--- src/rtl/cache_ctrl.sv ---
// cache_ctrl: sequences one CPU load/store at a time through a registered-lookup
// cache and a handshaked backing memory. Read misses fill the cache; writes go
// to the cache first and then through to memory.
// Optional hit/miss statistics are built when CACHE_CTRL_STATS_EN is defined;
// otherwise hit_cnt and miss_cnt are tied to zero.
module cache_ctrl #(
  parameter int unsigned ADDR_WIDTH = 8,
  parameter int unsigned DATA_WIDTH = 8,
  parameter int unsigned STAT_WIDTH = 16
) (
  input  logic                  clk,
  input  logic                  rst,
  input  logic                  cpu_req,
  input  logic                  cpu_we,
  input  logic [ADDR_WIDTH-1:0] cpu_addr,
  input  logic [DATA_WIDTH-1:0] cpu_wdata,
  output logic [DATA_WIDTH-1:0] cpu_rdata,
  output logic                  cpu_busy,
  output logic                  cpu_done,
  output logic                  cache_we,
  output logic [ADDR_WIDTH-1:0] cache_addr,
  output logic [DATA_WIDTH-1:0] cache_wdata,
  input  logic [DATA_WIDTH-1:0] cache_rdata,
  input  logic                  cache_hit,
  output logic                  mem_req,
  output logic                  mem_we,
  output logic [ADDR_WIDTH-1:0] mem_addr,
  output logic [DATA_WIDTH-1:0] mem_wdata,
  input  logic [DATA_WIDTH-1:0] mem_rdata,
  input  logic                  mem_ack,
  output logic [STAT_WIDTH-1:0] hit_cnt,
  output logic [STAT_WIDTH-1:0] miss_cnt
);

  typedef enum logic [3:0] {
    IDLE,
    LOOKUP,
    CHECK,
    MEM_RD,
    CWRITE,
    FILL,
    SETTLE,
    MEM_WR,
    DONE
  } state_t;

  state_t                state_q, state_d;
  logic                  we_q, we_d;
  logic [ADDR_WIDTH-1:0] addr_q, addr_d;
  logic [DATA_WIDTH-1:0] wdata_q, wdata_d;
  logic [DATA_WIDTH-1:0] rdata_q, rdata_d;
  logic [DATA_WIDTH-1:0] cwdata_q, cwdata_d;

  // State and request/response registers
  always_ff @(posedge clk) begin
    if (rst) begin
      state_q  <= IDLE;
      we_q     <= 1'b0;
      addr_q   <= '0;
      wdata_q  <= '0;
      rdata_q  <= '0;
      cwdata_q <= '0;
    end else begin
      state_q  <= state_d;
      we_q     <= we_d;
      addr_q   <= addr_d;
      wdata_q  <= wdata_d;
      rdata_q  <= rdata_d;
      cwdata_q <= cwdata_d;
    end
  end

  // Next-state, data capture and state-decoded strobes
  always_comb begin
    state_d  = state_q;
    we_d     = we_q;
    addr_d   = addr_q;
    wdata_d  = wdata_q;
    rdata_d  = rdata_q;
    cwdata_d = cwdata_q;
    cpu_busy = 1'b1;
    cpu_done = 1'b0;
    cache_we = 1'b0;
    mem_req  = 1'b0;
    mem_we   = 1'b0;

    case (state_q)
      IDLE: begin
        cpu_busy = 1'b0;
        if (cpu_req) begin
          we_d    = cpu_we;
          addr_d  = cpu_addr;
          wdata_d = cpu_wdata;
          if (cpu_we) begin
            cwdata_d = cpu_wdata;
            state_d  = CWRITE;
          end else begin
            state_d  = LOOKUP;
          end
        end
      end
      LOOKUP: state_d = CHECK;
      CHECK: begin
        if (cache_hit) begin
          rdata_d = cache_rdata;
          state_d = DONE;
        end else begin
          state_d = MEM_RD;
        end
      end
      MEM_RD: begin
        mem_req = 1'b1;
        if (mem_ack) begin
          rdata_d  = mem_rdata;
          cwdata_d = mem_rdata;
          state_d  = FILL;
        end
      end
      CWRITE: begin
        cache_we = 1'b1;
        state_d  = SETTLE;
      end
      FILL: begin
        cache_we = 1'b1;
        state_d  = SETTLE;
      end
      SETTLE: state_d = we_q ? MEM_WR : DONE;
      MEM_WR: begin
        mem_req = 1'b1;
        mem_we  = 1'b1;
        if (mem_ack) state_d = DONE;
      end
      DONE: begin
        cpu_done = 1'b1;
        state_d  = IDLE;
      end
      default: state_d = IDLE;
    endcase
  end

  assign cpu_rdata   = rdata_q;
  assign cache_addr  = addr_q;
  assign cache_wdata = cwdata_q;
  assign mem_addr    = addr_q;
  assign mem_wdata   = wdata_q;

`ifdef CACHE_CTRL_STATS_EN
  localparam logic [STAT_WIDTH-1:0] STAT_ONE = 1;

  logic [STAT_WIDTH-1:0] hit_cnt_q, hit_cnt_d;
  logic [STAT_WIDTH-1:0] miss_cnt_q, miss_cnt_d;

  // Saturating read hit/miss counts, updated on the lookup-result cycle
  always_comb begin
    hit_cnt_d  = hit_cnt_q;
    miss_cnt_d = miss_cnt_q;
    if (state_q == CHECK) begin
      if (cache_hit) begin
        if (hit_cnt_q != '1) hit_cnt_d = hit_cnt_q + STAT_ONE;
      end else begin
        if (miss_cnt_q != '1) miss_cnt_d = miss_cnt_q + STAT_ONE;
      end
    end
  end

  // Statistics registers
  always_ff @(posedge clk) begin
    if (rst) begin
      hit_cnt_q  <= '0;
      miss_cnt_q <= '0;
    end else begin
      hit_cnt_q  <= hit_cnt_d;
      miss_cnt_q <= miss_cnt_d;
    end
  end

  assign hit_cnt  = hit_cnt_q;
  assign miss_cnt = miss_cnt_q;
`else
  assign hit_cnt  = '0;
  assign miss_cnt = '0;
`endif

endmodule
--- config.mk ---
export PLATFORM = sky130hd
export DESIGN_NAME = cache_ctrl
export DESIGN_NICKNAME = d
export VERILOG_FILES = /design/src/rtl/cache_ctrl.sv
export SDC_FILE = /design/constraint.sdc
export NUM_CORES = 1
export LEC_CHECK = 0
export CAP_MARGIN = 20
export CORE_MARGIN = 3
export CORE_UTILIZATION = 38
export DETAILED_ROUTE_END_ITERATION = 8
export PLACE_DENSITY_LB_ADDON = 0.25
export RECOVER_POWER = 50
export SLEW_MARGIN = 10
export SYNTH_ARGS = -nofsm -noshare
export SYNTH_HDL_FRONTEND = slang
export SYNTH_SLANG_ARGS = --single-unit
--- constraint.sdc ---
create_clock -name clk -period 1.95 [get_ports clk]
set_input_delay 0.195 -clock clk [delete_from_list [all_inputs] [get_ports clk]]
set_output_delay 0.195 -clock clk [all_outputs]
set_load 0.05 [all_outputs]
Yosys cells after proc, flatten, opt, wreduce, memory -nomap -nowiden --
Cells that the tools add are included. Widths: inputs -> output; s select.
Storage, ports and cells: output and inout port bits 77, logic and storage cells 46, input port bits 38, register bits 37
Cells by class: reduce and logical (&&, ||, !) cells 9, muxes and demuxes 18, equality and inequality tests 13
Operators with widths (count):
- $mux 8 | 4
- $pmux 8 s2 | 2
- $pmux 4 s7 | 1
- $mux 4 | 5
- $eq 4x3->1 const B | 4
- $ne 2x2->1 const B | 5
- $eq 4x2->1 const B | 2
- $reduce_and 3->1 | 2
- $mux 1 | 5
- $eq 4x1->1 const B | 1
- $eq 4x4->1 const B | 1
- $logic_not 4->1 | 1
- $reduce_and 4->1 | 1
- $reduce_bool 2->1 | 2
- $reduce_or 2->1 | 2
- $mux 3 | 1
- $reduce_and 2->1 | 1

Depth between registers and ports, before layout --
depth in word-level cells 3, mapped depth 7, mapped depth without buffers 4

Least setup slack after synthesis --
OpenSTA, ideal clock, no wires.
kind flip-flop to output port, start register state_q[2], end output cpu_done, path slack -0.433 ns, stages on the path, launching flop included 3, arrival time 2.188 ns, path buffers 1, data required time 1.755 ns, cell sequence dfxtp_1 clkbuf_1 nor4b_1
Between the ends: word-level cells in the longest chain between the ends 2
RTL lines:
- start, declared | RTL line 47 | state_t state_q, state_d;
- start signal, assigned | RTL line 64 | state_q <= state_d;
- $eq 4x4->1 | RTL line 87 | case (state_q)
- $mux 1 | RTL line 87
- end, declared | RTL line 19 | output logic cpu_done,
Every way passes these cells.

Final worst setup path --
start input cpu_we, end register cwdata_q[6], in the netlist cache_wdata[6]
Between the ends: word-level cells in the longest chain between the ends 2
RTL lines:
- start, declared | RTL line 14 | input logic cpu_we,
- $ne 2x2->1 (no source line)
- $reduce_and 4->1 (no source line)
- end signal, assigned | RTL line 69 | cwdata_q <= cwdata_d;
- end, declared | RTL line 52 | logic [DATA_WIDTH-1:0] cwdata_q, cwdata_d;
Every way passes these cells. A chain may end at the register's enable or synchronous reset.

==> summary.md <==
| Metric | Value |
|---|---|
| Status | `finished clean` |
| Synth cell types | `29` |
| #FFs+latches synth | `37` |
| Initial Util | `approximately two fifths` |
| CTS tree | `done` |
| Worst EP required | `~2200 ps` |
| Synth Flop Type | `dfxtp_1` |
| Gr usage total | `15.42%` |
| Pint | `0.001754 W` |
| List of most frequent post-synthesis cells | `40 x buf_4, 39 x nand2_1, 37 x dfxtp_1` |
| ANT nets after route | `0` |
| P_sw | `0.001491 W` |
| Average wire per standard cell | `12.59 um` |
| Hold path endpoint | `cache_addr[0]` |
| Starting DRC count in detailed routing | `24` |
| Post-synth EDFFs | `0` |
| Pin count of the biggest net entering global routing | `26` |
| Hold Slack | `approximately 450 ps` |
| Worst path slowest cell | `clkdlybuf4s50_1` |
| P per Cell Area | `1137 nW/um2` |
| Largest family of logic cells by synthesized area | `buffers and inverters` |
| First-pass GRT wire length | `7431 um` |
| Post-synthesis sequential area ratio | `37.73%` |
| Seq. cell area | `around 740 um2` |
| CP max FO | `16` |
| Hold Path Cell Cnt | `3` |
| P_leak | `around 1.1 nW` |
| Filler instances | `between 400 and 500` |
| Synth async-reset ratio | `0%` |
| Via count | `1725` |
| Util after Layout | `between 50% and 60%` |
| Reg2reg end | `cache_wdata[6]` |
| Die Area | `6065 um2` |
| Post-layout nets | `350` |
| Die width | `77.88 um` |
| Compound-Gate Fraction of Synth Area | `approximately 17%` |
| Post-Syn Area | `1963 um2` |
| Max clock buf depth | `2` |
| Simple-Gate Fraction of Synth Area | `between 10% and 20%` |
| Initial antenna violation count | `0` |
| Num CTS Buffers | `5` |
| Max cap viols | `0` |
| Drt drc | `0` |
| WP data arrival | `1940 ps` |
| Flop pwr share | `30.1%` |
| Most numerous cell in the Yosys netlist | `buf_4` |
| GRT overflow | `0` |
| Clock network power share | `17.2%` |
| Most area-consuming cells after synthesis | `dfxtp_1 38%, buf_4 15%, mux2i_1 8.2%, nand2_1 7.5%, a21oi_1 5.6%` |
| Worst Reg2Reg Path Length in Cells | `5` |
| Mux contribution to synthesized area | `8.158%` |
| RSZ-0062 raised after global routing | `no` |
| Clk slew on worst S/H paths | `roughly 80 ps` |
| DP Wirelength | `3714 um` |
| Gate power share | `a little over half` |
| CP cell instances | `clkdlybuf4s50_1, or3b_4, a2111oi_4, buf_12, nor2_1, a211oi_2` |
| Max Freq | `just under 0.6 GHz` |
| Area grow syn2layout | `45.32%` |
| GPL Wtd Cong | `0.9391` |
| CP Capture Type | `flop` |
| # clock sinks | `37` |
| R2R setup slack | `approximately 220 ps` |
| Relative slew slack | `64.00%` |
| Pre-Repair DR Iteration Count | `4` |
| Final Skew | `8.491 ps` |
| Crit Reg-Reg Startpoint | `state_q[1]` |
| Proportion of layout cells with a drive suffix above 1 | `between 10% and 20%` |
| Fin crit share | `89.02%` |
| CTS root buf | `clkbuf_8` |
| Worst slew pin tran | `538.2 ps` |
| Critical path launch point type | `primary input` |
| Number of synthesis warnings | `0` |
| IO Pins | `115` |
| Syn_area_per_cell | `about 8.4 um2` |
| Synthesized instance count | `234` |
| Core area | `4848 um2` |
| Postcts setup bufs | `0` |
| Row cnt | `25` |
| Hold Crit Class | `primary input to flop` |
| Cts hold-fix bufs | `0` |
| Die Height | `77.88 um` |
| Setup_tns | `0 ps` |
| Post-Synth Adder-Cell Area | `0%` |
| Worst VDD drop | `0.0006252 V` |
| Post-synth top area share | `37.73%` |
| WL final | `around 4800 um` |
| Sw Share | `between 40 and 50%` |
| H-tree depth | `2` |
| Kind of critical path | `primary input to flop` |
| Setup violators final | `0` |
| PortBufs | `slightly above 80` |
| Yosys top cell by area | `dfxtp_1` |
| Resized Gates After CTS | `0` |
| Vias in the first global route | `1604` |
| Vias/cell | `approximately 4.5` |
| Final Max Tran Viols | `0` |
| # diodes | `0` |
| Fin. Hold Viols | `0` |
| Worst-skew pair later-pin latency | `290 ps` |
| Minimum clock period | `1736 ps` |
| Area of the multi-input gates | `964.7 um2` |
| Worst hold start | `cpu_addr[0]` |
| Post-Synth XOR/XNOR Area | `0%` |
| Crit-path max cell delay | `roughly 470 ps` |
## power groups by stage
stage | sequential [W] | combinational (W) | clock (W)
finish | 0.000976 | 0.00171 | 0.000557
global placement | 0.000994 | 0.00176 | 0
CTS | 0.000983 | 0.00177 | 0.000579
detailed placement | 0.000999 | 0.00177 | 0
global route | 0.000993 | 0.00182 | 0.000612
floorplan | 0.00138 | 0.000890 | 0
## layout make-up
type                    instances  share of cell area (%)
multi-input cells             171                   33.82
inverters                       2                  0.2632
repair buffers                 95                   33.64
well taps                      67                   2.939
clock inverters                 2                  0.4825
flip-flops and latches         37                   25.96
clock buffers                   6                   2.895
## sequential cells by signal, indices dropped and copies added, names as in the netlist
| name | cells |
|---|---|
| state_q | 4 |
| mem_wdata | 8 |
| cache_wdata | 8 |
| we_q | 1 |
| cache_addr | 8 |
| cpu_rdata | 8 |
## layout by cell type (no fill, tap or decap), drive strengths merged, types with 2 or more instances in the layout
cell type / Yosys / final
a211oi: 17 / 17
a21oi: 22 / 22
buf: 47 / 15
clkbuf: 8 / 9
clkdlybuf4s50: 0 / 50
clkinv: 0 / 2
conb: 1 / 32
dfxtp: 37 / 37
dlygate4sd3: 0 / 27
inv: 2 / 2
mux2i: 16 / 16
nand2: 39 / 39
nand2b: 4 / 4
nor2: 21 / 21
nor3: 4 / 4
nor4: 2 / 2
o32a: 2 / 2
## cells by family after synthesis
family	count (synthesis)
other cells	1
compound gates	47
flops	37
simple gates	76
mux	16
buf+inv	57
## metal layers
metal	GRT usage (%)	vias up	part of all wire, %
li1	-	883	-
met1	16.88	773	42
met2	26.28	63	48
met3	6.729	6	9.2
met4	5.516	0	0.88
met5	0	-	0
## through the flow
step           total power [W]  cells  setup slack [ps]  cell area, um2
2_1_floorplan         0.002274    265             141.7            2096
3_3_place_gp          0.002752    372            -32.32            2775
3_5_place_dp          0.002768    372            -85.52            2775
4_1_cts               0.003335    380             182.7            2872
5_1_grt               0.003426    380             102.1            2853
6_report              0.003245    380             214.1            2853
## worst max-delay path: cells and delay by family
family,cells,cell delay (ps)
buffers and inverters,2,660
and+or+nand+nor,2,460
AOI/OAI and AO/OA,2,620
## worst max path at each step
stage               startpoint             end  slack, ps
floorplan           state_q[2]      state_q[2]        140
global placement        cpu_we  cache_wdata[2]        -30
detailed placement      cpu_we  cache_wdata[6]        -90
CTS                 state_q[1]  cache_wdata[1]        180
global route        state_q[3]    cpu_rdata[1]        100
finish                  cpu_we  cache_wdata[6]        210
(Power assumes the default switching activity.)
